## src/rtl/i2c_arb.sv

```systemverilog
// ----------------------------------------------------------------------------
// i2c_arb
// Two-requester round-robin arbiter in front of a single I2C EEPROM driver.
// A winner's command is registered onto the drv_* outputs. A one-cycle
// drv_exec pulse starts the driver. The driver's response, or a timeout
// abort, is returned to the winner as a one-cycle done pulse.
//
// Parameters
//   TIMEOUT_CYC : number of cycles to wait for drv_done before aborting
//   TO_W        : timeout counter width, 2**TO_W > TIMEOUT_CYC
//
// Ports
//   clk, rst                 : driver clock, synchronous active-high reset
//   req0/1, rh_wl0/1         : request and direction (1 = read, 0 = write)
//   addr0/1, data_w0/1       : EEPROM word address and write data
//   gnt0/1                   : requester owns the driver
//   done0/1                  : one-cycle completion pulse
//   data_r0/1, ack0/1, err0/1: read data, NACK-or-timeout, timeout flag;
//                              all valid with done
//   drv_exec, drv_rh_wl,
//   drv_addr, drv_data_w     : command to the driver
//   drv_done, drv_ack,
//   drv_data_r               : response from the driver
// ----------------------------------------------------------------------------
// state    | meaning
// ---------+-----------------------------------------------------------------
// ST_IDLE  | no owner; arbitrate among pending requests
// ST_ISSUE | drv_exec high for this cycle; timeout counter cleared
// ST_WAIT  | wait for drv_done or for the timeout to expire
// ST_RESP  | done pulse to the owner; gnt drops at the end of the cycle
// ST_GUARD | one dead cycle; requests are ignored
// ----------------------------------------------------------------------------
module i2c_arb #(
    parameter logic [19:0] TIMEOUT_CYC = 20'd200_000,
    parameter int unsigned TO_W        = 18
) (
    input  logic        clk,
    input  logic        rst,
    input  logic        req0,
    input  logic        req1,
    input  logic        rh_wl0,
    input  logic        rh_wl1,
    input  logic [15:0] addr0,
    input  logic [15:0] addr1,
    input  logic [7:0]  data_w0,
    input  logic [7:0]  data_w1,
    output logic        gnt0,
    output logic        gnt1,
    output logic        done0,
    output logic        done1,
    output logic [7:0]  data_r0,
    output logic [7:0]  data_r1,
    output logic        ack0,
    output logic        ack1,
    output logic        err0,
    output logic        err1,
    output logic        drv_exec,
    output logic        drv_rh_wl,
    output logic [15:0] drv_addr,
    output logic [7:0]  drv_data_w,
    input  logic        drv_done,
    input  logic        drv_ack,
    input  logic [7:0]  drv_data_r
);

    typedef enum logic [2:0] {
        ST_IDLE,
        ST_ISSUE,
        ST_WAIT,
        ST_RESP,
        ST_GUARD
    } state_t;

    localparam logic [TO_W-1:0] TO_LAST = TO_W'(TIMEOUT_CYC - 20'd1);

    state_t          state, state_nx;
    logic            last_grant, last_grant_nx;
    logic            sel, sel_nx;
    logic [TO_W-1:0] cnt, cnt_nx;

    logic            gnt0_nx, gnt1_nx, done0_nx, done1_nx;
    logic [7:0]      data_r0_nx, data_r1_nx;
    logic            ack0_nx, ack1_nx, err0_nx, err1_nx;
    logic            drv_exec_nx, drv_rh_wl_nx;
    logic [15:0]     drv_addr_nx;
    logic [7:0]      drv_data_w_nx;

    logic            win;
    logic            rsp_fire, rsp_ack, rsp_err;
    logic [7:0]      rsp_data;

    always_ff @(posedge clk) begin
        if (rst) begin
            state      <= ST_IDLE;
            last_grant <= 1'b1;
            sel        <= 1'b0;
            cnt        <= '0;
            gnt0       <= 1'b0;
            gnt1       <= 1'b0;
            done0      <= 1'b0;
            done1      <= 1'b0;
            data_r0    <= 8'h00;
            data_r1    <= 8'h00;
            ack0       <= 1'b0;
            ack1       <= 1'b0;
            err0       <= 1'b0;
            err1       <= 1'b0;
            drv_exec   <= 1'b0;
            drv_rh_wl  <= 1'b0;
            drv_addr   <= 16'h0000;
            drv_data_w <= 8'h00;
        end else begin
            state      <= state_nx;
            last_grant <= last_grant_nx;
            sel        <= sel_nx;
            cnt        <= cnt_nx;
            gnt0       <= gnt0_nx;
            gnt1       <= gnt1_nx;
            done0      <= done0_nx;
            done1      <= done1_nx;
            data_r0    <= data_r0_nx;
            data_r1    <= data_r1_nx;
            ack0       <= ack0_nx;
            ack1       <= ack1_nx;
            err0       <= err0_nx;
            err1       <= err1_nx;
            drv_exec   <= drv_exec_nx;
            drv_rh_wl  <= drv_rh_wl_nx;
            drv_addr   <= drv_addr_nx;
            drv_data_w <= drv_data_w_nx;
        end
    end

    always_comb begin
        state_nx      = state;
        last_grant_nx = last_grant;
        sel_nx        = sel;
        cnt_nx        = cnt;
        gnt0_nx       = gnt0;
        gnt1_nx       = gnt1;
        drv_rh_wl_nx  = drv_rh_wl;
        drv_addr_nx   = drv_addr;
        drv_data_w_nx = drv_data_w;
        // Pulsed / response outputs are zero outside the cycle they are set for.
        drv_exec_nx   = 1'b0;
        done0_nx      = 1'b0;
        done1_nx      = 1'b0;
        data_r0_nx    = 8'h00;
        data_r1_nx    = 8'h00;
        ack0_nx       = 1'b0;
        ack1_nx       = 1'b0;
        err0_nx       = 1'b0;
        err1_nx       = 1'b0;
        win           = 1'b0;
        rsp_fire      = 1'b0;
        rsp_ack       = 1'b0;
        rsp_err       = 1'b0;
        rsp_data      = 8'h00;

        case (state)
            ST_IDLE: begin
                if (req0 || req1) begin
                    // Tie goes to the requester that did not win last time.
                    win           = (req0 && req1) ? ~last_grant : req1;
                    sel_nx        = win;
                    last_grant_nx = win;
                    gnt0_nx       = ~win;
                    gnt1_nx       = win;
                    drv_exec_nx   = 1'b1;
                    drv_rh_wl_nx  = win ? rh_wl1  : rh_wl0;
                    drv_addr_nx   = win ? addr1   : addr0;
                    drv_data_w_nx = win ? data_w1 : data_w0;
                    state_nx      = ST_ISSUE;
                end
            end
            ST_ISSUE: begin
                cnt_nx   = '0;
                state_nx = ST_WAIT;
            end
            ST_WAIT: begin
                // drv_done wins over an expiring timeout in the same cycle.
                if (drv_done) begin
                    rsp_fire = 1'b1;
                    rsp_ack  = drv_ack;
                    rsp_data = drv_data_r;
                end else if (cnt == TO_LAST) begin
                    rsp_fire = 1'b1;
                    rsp_ack  = 1'b1;
                    rsp_err  = 1'b1;
                end else begin
                    cnt_nx = cnt + TO_W'(1);
                end
            end
            ST_RESP: begin
                gnt0_nx  = 1'b0;
                gnt1_nx  = 1'b0;
                state_nx = ST_GUARD;
            end
            ST_GUARD: begin
                state_nx = ST_IDLE;
            end
            default: begin
                state_nx = ST_IDLE;
            end
        endcase

        if (rsp_fire) begin
            state_nx = ST_RESP;
            if (sel) begin
                done1_nx   = 1'b1;
                data_r1_nx = rsp_data;
                ack1_nx    = rsp_ack;
                err1_nx    = rsp_err;
            end else begin
                done0_nx   = 1'b1;
                data_r0_nx = rsp_data;
                ack0_nx    = rsp_ack;
                err0_nx    = rsp_err;
            end
        end
    end

endmodule

```

## config.mk

```make
export PLATFORM = sky130hd
export DESIGN_NAME = i2c_arb
export DESIGN_NICKNAME = d
export VERILOG_FILES = /design/src/rtl/i2c_arb.sv
export SDC_FILE = /design/constraint.sdc
export NUM_CORES = 1
export LEC_CHECK = 0
export ABC_AREA = 1
export BUFFER_PORTS_ARGS = -buffer_cell sky130_fd_sc_hd__buf_2
export CORE_MARGIN = 2
export CORE_UTILIZATION = 50
export CTS_CLUSTER_DIAMETER = 40
export DETAILED_ROUTE_END_ITERATION = 8
export PLACE_DENSITY = 0.84
export SETUP_SLACK_MARGIN = 0.05
export SYNTH_ARGS = -nofsm -noshare
export SYNTH_HDL_FRONTEND = slang
export SYNTH_SLANG_ARGS = --single-unit
```

## constraint.sdc

```tcl
create_clock -name clk -period 2 [get_ports clk]
set_input_delay 0 -clock clk [delete_from_list [all_inputs] [get_ports clk]]
set_output_delay 0 -clock clk [all_outputs]
set_load 0.02 [all_outputs]
```

======== Word-level counts from Yosys, hierarchy flattened ========
Index checks and enable logic that the tools add are counted.
operators by class
  shift operators ......................... 0
  reduce and logical (&&, ||, !) cells .... 15
  div/mod/pow operators ................... 0
  multiplexer cells ....................... 26
  $mul .................................... 0
  eq/ne operators ......................... 9
  bitwise gates (word level) .............. 6
  $lt $le $gt $ge ......................... 0
  add/subtract/negate cells ............... 1
operator list
  kind                                                 number
  2-to-1 mux 18 bit                                    2
  case mux 18 bit (2 select lines)                     1
  2-to-1 mux 8 bit                                     3
  adder 18 x 1 -> 18 bit, second input constant        1
  equality test 18 bit, second input constant          1
  2-to-1 mux 16 bit                                    1
  2-to-1 mux 1 bit                                     14
  case mux 3 bit (4 select lines)                      1
  != test 2 bit, second input constant                 4
  AND reduction 2 bit                                  4
  equality test 3 x 2 -> 1 bit, second input constant  2
  inverter 1 bit                                       6
  OR reduction 2 bit                                   3
  OR reduction 3 bit                                   2
  case mux 1 bit (2 select lines)                      2
  nonzero test 2 bit                                   2
  equality test 3 x 1 -> 1 bit, second input constant  1
  zero test 3 bit                                      1
  2-to-1 mux 3 bit                                     1
  != test 3 bit, second input constant                 1
  AND reduction 3 bit                                  1
  2-to-1 mux 2 bit                                     1
  logical AND 1 bit                                    1
  logical OR 1 bit                                     1
word-level totals
  latch bits .............................. 0
  bits in writable memories ............... 0
  ROM bits ................................ 0
  word-level logic and storage cells ...... 76
  flip-flop bits (word level) ............. 73
  memories kept ........................... 0

======== Longest topological paths before layout ========
  depth in word-level cells ............... 6
  depth in mapped cells ................... 12
  mapped depth without buffers ............ 12

======== Least setup slack after synthesis ========
Ideal clock, no wire load.
  path kind ............................... flip-flop to flip-flop
  from .................................... register cnt[0]
  to ...................................... register err0
  setup slack ............................. 486 ps
  arrival time ............................ 1450 ps
  data required time ...................... 1936 ps
  clock period less this slack ............ 1514 ps
  cell stages (with the launch flop) ...... 12
  cell sequence ........................... dfxtp_1 -> ha_1 -> nand3_2 -> clkinv_1 -> nand3_1 -> nor2_2 -> nand2_1 -> nand2_2 -> nand2_4 -> nor2_8 -> inv_2 -> nor2_1
on the way
  cells in the longest elaborated chain, start to end .. 6
  elaborated cells between the ends (all ways) .. 8
  those cells by class .................... eq/ne: 1; mux: 5; bitwise: 1; reduce/logical: 1
RTL lines
  element                              line  RTL
  from (decl)                          79    logic [TO_W-1:0] cnt, cnt_nx;
  from (signal assigned)               116   cnt <= cnt_nx;
  equality test 18 bit (*)             186   end else if (cnt == TO_LAST) begin
  2-to-1 mux 1 bit (*)                 186
  2-to-1 mux 1 bit                     182   if (drv_done) begin
  2-to-1 mux 1 bit                     160   case (state)
  inverter 1 bit (no source line)      n/a
  OR reduction 3 bit (no source line)  n/a
  to (signal assigned)                 125   err0 <= err0_nx;
  to (decl)                            55    output logic err0,
Mark *: on every way between the ends. The rest lies on a longest branch, timed or not.
A chain may end at the register's enable or synchronous reset.

======== Worst setup path after layout ========
  from .................................... register cnt[1]
  to ...................................... register cnt[1]
on the way
  cells in the longest elaborated chain, start to end .. 4
  elaborated cells between the ends (all ways) .. 7
  those cells by class .................... add/sub: 1; eq/ne: 2; mux: 3; reduce/logical: 1
RTL lines
  element                           line  RTL
  adder 18 x 1 -> 18 bit            191   cnt_nx = cnt + TO_W'(1);
  2-to-1 mux 18 bit                 186
  2-to-1 mux 18 bit                 182
  case mux 18 bit (2 select lines)  160
Several ways; a longest one is shown, not always the timed one. The select of a mux whose other input is x is not followed.

==> results.cfg <==
[drt]
drtIter0Drc = 245
vias_per_cell = 5.21
vias = 3707
final_antenna_net_count = 0
wl_per_cell_um = 14.1
totalWireLength_mm = 10.0
first_pass_iters = 5
drcViolationCount = 0

[flow_run]
max_cap_viol_count = 0

[die]
dieArea_um2 = 7220
start_util_pct = 51.6
floorplan.io_pins = 114
core_area_um2 = 6350
die_x_um = 85.0
dieHeight_um = 85.0
rows = 29

[critical_path]
crit_path_start_kind = flop
reg2reg_to = cnt[1]
crit_end = cnt[1]
startpoint = cnt[1]
required_ns = 2.23
rrSetupSlack_ns = 0.26
cp_max_fo = 16
cp-end-kind = flop
r2r-start = cnt[1]
arrival_ns = 1.97
path_class = flop to flop
r2r_cells = 8

[global_route]
grt_pass1_wl_mm = 16.5
met1_usage_pct = 33.3
grt_util_met2_pct = 47.7
grt_use_met3_pct = 6.81
grt_pass1_vias = 3604
gr-usage-all-layers_pct = 28.3
grt.busiest_layer = met2
antenna_found_initial = 0
grt_max_degree = 32
overflow = 0

[placement]
dp.cells = 638
gp_congestion = 0.940
dpl.hpwl_mm = 5.68
io_buffers = 113
dpl-instance-area_um2 = 3870
dp_slack_ns = 0.237

[clocking]
cts_max_path_buffers = 2
cts_root_buf = clkbuf_8
cts_max_level = 3
cts_tree = done
clk_latency_ns = 0.35
path_clk_slew_ns = 0.08
clock_sinks = 73
numCtsBuffers = 9
cts_setup_buffers = 0

[power]
p_int_mw = 2.62
ir_drop_v = 0.000611
power_density_nw_per_um2 = 830
pwr-share-seq_pct = 42.8
p_switching_mw = 1.26
p_leak_nw = 2.26
comb_power_share_pct = 24.2
total_power_mw = 3.88
swShare_pct = 32.6
p_clk_share_pct = 33.0

[synthesis]
synthArstFlopShare_pct = 0
syn_area_um2 = 3280
synth_edf_count = 0
yosys.area_share.simple_pct = 29.2
synth_compound_area_share_pct = 15.3
synthXorXnorAreaFrac_pct = 2.41
synth_mux_area_share_pct = 0
synthAdderAreaFrac_pct = 0.382
synth_top_family_by_area = simple AND/OR/NAND/NOR gates
synth_cell_type_count = 29
synth_cells = 464
synth_ff_type = dfxtp_1
synth-seq-cells = 73
synth_area_per_cell_um2 = 7.06
seq_area_frac_synth_pct = 44.6
synth_nets = 529
synth_warnings = 0

[timing]
clock.fmax_ghz = 0.574
finalCriticalPeriod_ns = 1.74
max-slew-margin-rel_pct = 43.1
hold_violations = 0
finalCritPeriodShare_pct = 87.1
slew_viol_final = 0
tightest_slew_ns = 0.852
rsz0062_at_grt = true
finClkSkew_ns = 0.0134
setup_viol = 0
finalSetupTns_ns = 0
timing.final.ws_setup_ns = 0.258

[final_layout]
drive_above_1_share_pct = 24.3
final_area_um2 = 4680
fin_cells = 712
diodes = 0
nets = 695
fillCellCount = 422
area_growth_pct = 42.7

[outcome]
status = finished clean

[min_path]
min_path_type = input pin to flop
-- cell usage after synthesis (3+ instances only) --
master,number,area share [%]
nand3b_1,3,0.69
nor2_8,3,1.8
nor2_2,3,0.57
clkbuf_1,16,1.8
inv_1,39,4.5
dfxtp_1,73,45
nand2_1,123,14
o21ai_0,29,4.4
a21oi_1,68,10
nand3_1,14,2.1
xnor2_1,3,0.80
inv_2,6,0.69
xor2_1,6,1.6
nor2_1,56,6.4
-- flip-flops by register name (all words and copies together) (netlist names), 3 cells and up --
register and flops:
drv_data_w 8, state 3, data_r1 8, data_r0 8, drv_addr 16, cnt 18
-- worst min-delay path by stage --
stage	from	end	cells after the start	slack [ns]
final	drv_ack	ack0	4	0.02
after global routing	rst	state[2]	2	0.07
after CTS	drv_ack	ack1	4	0.006
after detailed placement	addr0[9]	drv_addr[9]	3	0.25
after global placement	data_w0[4]	drv_data_w[4]	3	0.25
after floorplan	addr0[0]	drv_addr[0]	2	0.14
-- logic make-up after synthesis --
logic type	count (synthesis)
DFF	73
AOI/OAI and AO/OA	99
and+or+nand+nor	216
adders and majority gates	1
xor gates and xnor gates	9
buffers and inverters	66
-- critical path, stage by stage, from the launching register on --
cell,delay (ns)
dfxtp_1,0.39
ha_1,0.25
nand3_2,0.15
nor2_2,0.15
nand3_2,0.13
nand2_4,0.20
inv_4,0.12
o21ai_0,0.16
nor2_1,0.06
-- through the flow --
stage	hold WS [ns]	utilization, %
2_1_floorplan	0.143	-
5_1_grt	0.0717	73.7
6_report	0.0179	73.7
4_1_cts	0.00598	73.6
3_5_place_dp	0.255	61.0
3_3_place_gp	0.250	61.0
-- layout make-up --
cell class	count	area [um^2]	share of cell area, %
multi-input combinational	325	1550	33.1
tap	77	96.3	2.06
clock inverter	6	90.1	1.93
sequential	73	1460	31.3
clock buffer	10	128	2.73
timing repair buffer	174	1170	25.0
inverter	47	183	3.91
-- repair_timing --
item                                   4_1_cts  5_1_grt
hold buffers                                58        0
setup endpoints to repair                    0       25
endpoints found under the hold margin       41        0
gates resized for setup                      0        2
-- routing by layer --
layer,part of all wire (%),up-vias,wire (um)
met5,0,-,0
met2,49,204,4880
met1,40,1661,4010
met4,3.3,0,336
met3,8.0,38,808
li1,-,1804,-
-- power by group through the flow --
stage / registers [mW] / logic [mW] / clock network [mW]
4_1_cts: 1.65 / 0.884 / 1.28
5_1_grt: 1.67 / 1.02 / 1.35
3_5_place_dp: 1.68 / 0.798 / 0
2_1_floorplan: 1.80 / 0.432 / 0
3_3_place_gp: 1.67 / 0.777 / 0
6_report: 1.66 / 0.938 / 1.28
-- cells in the final DEF, fill, tap and decap left out, types with 2 or more instances in the layout --
cell	count
a21oi_1	68
buf_2	113
buf_4	3
bufinv_16	2
clkbuf_8	9
clkinvlp_4	2
dfxtp_1	72
dlygate4sd3_1	58
inv_1	38
inv_2	6
nand2_1	123
nand2_2	2
nand2_4	2
nand3_1	14
nand3_2	2
nand3b_1	3
nand4_1	2
nor2_1	56
nor2_2	3
nor2_8	3
nor3_1	2
o21a_1	2
o21ai_0	29
xnor2_1	3
xor2_1	6
Power figures use the tool's default switching activity.
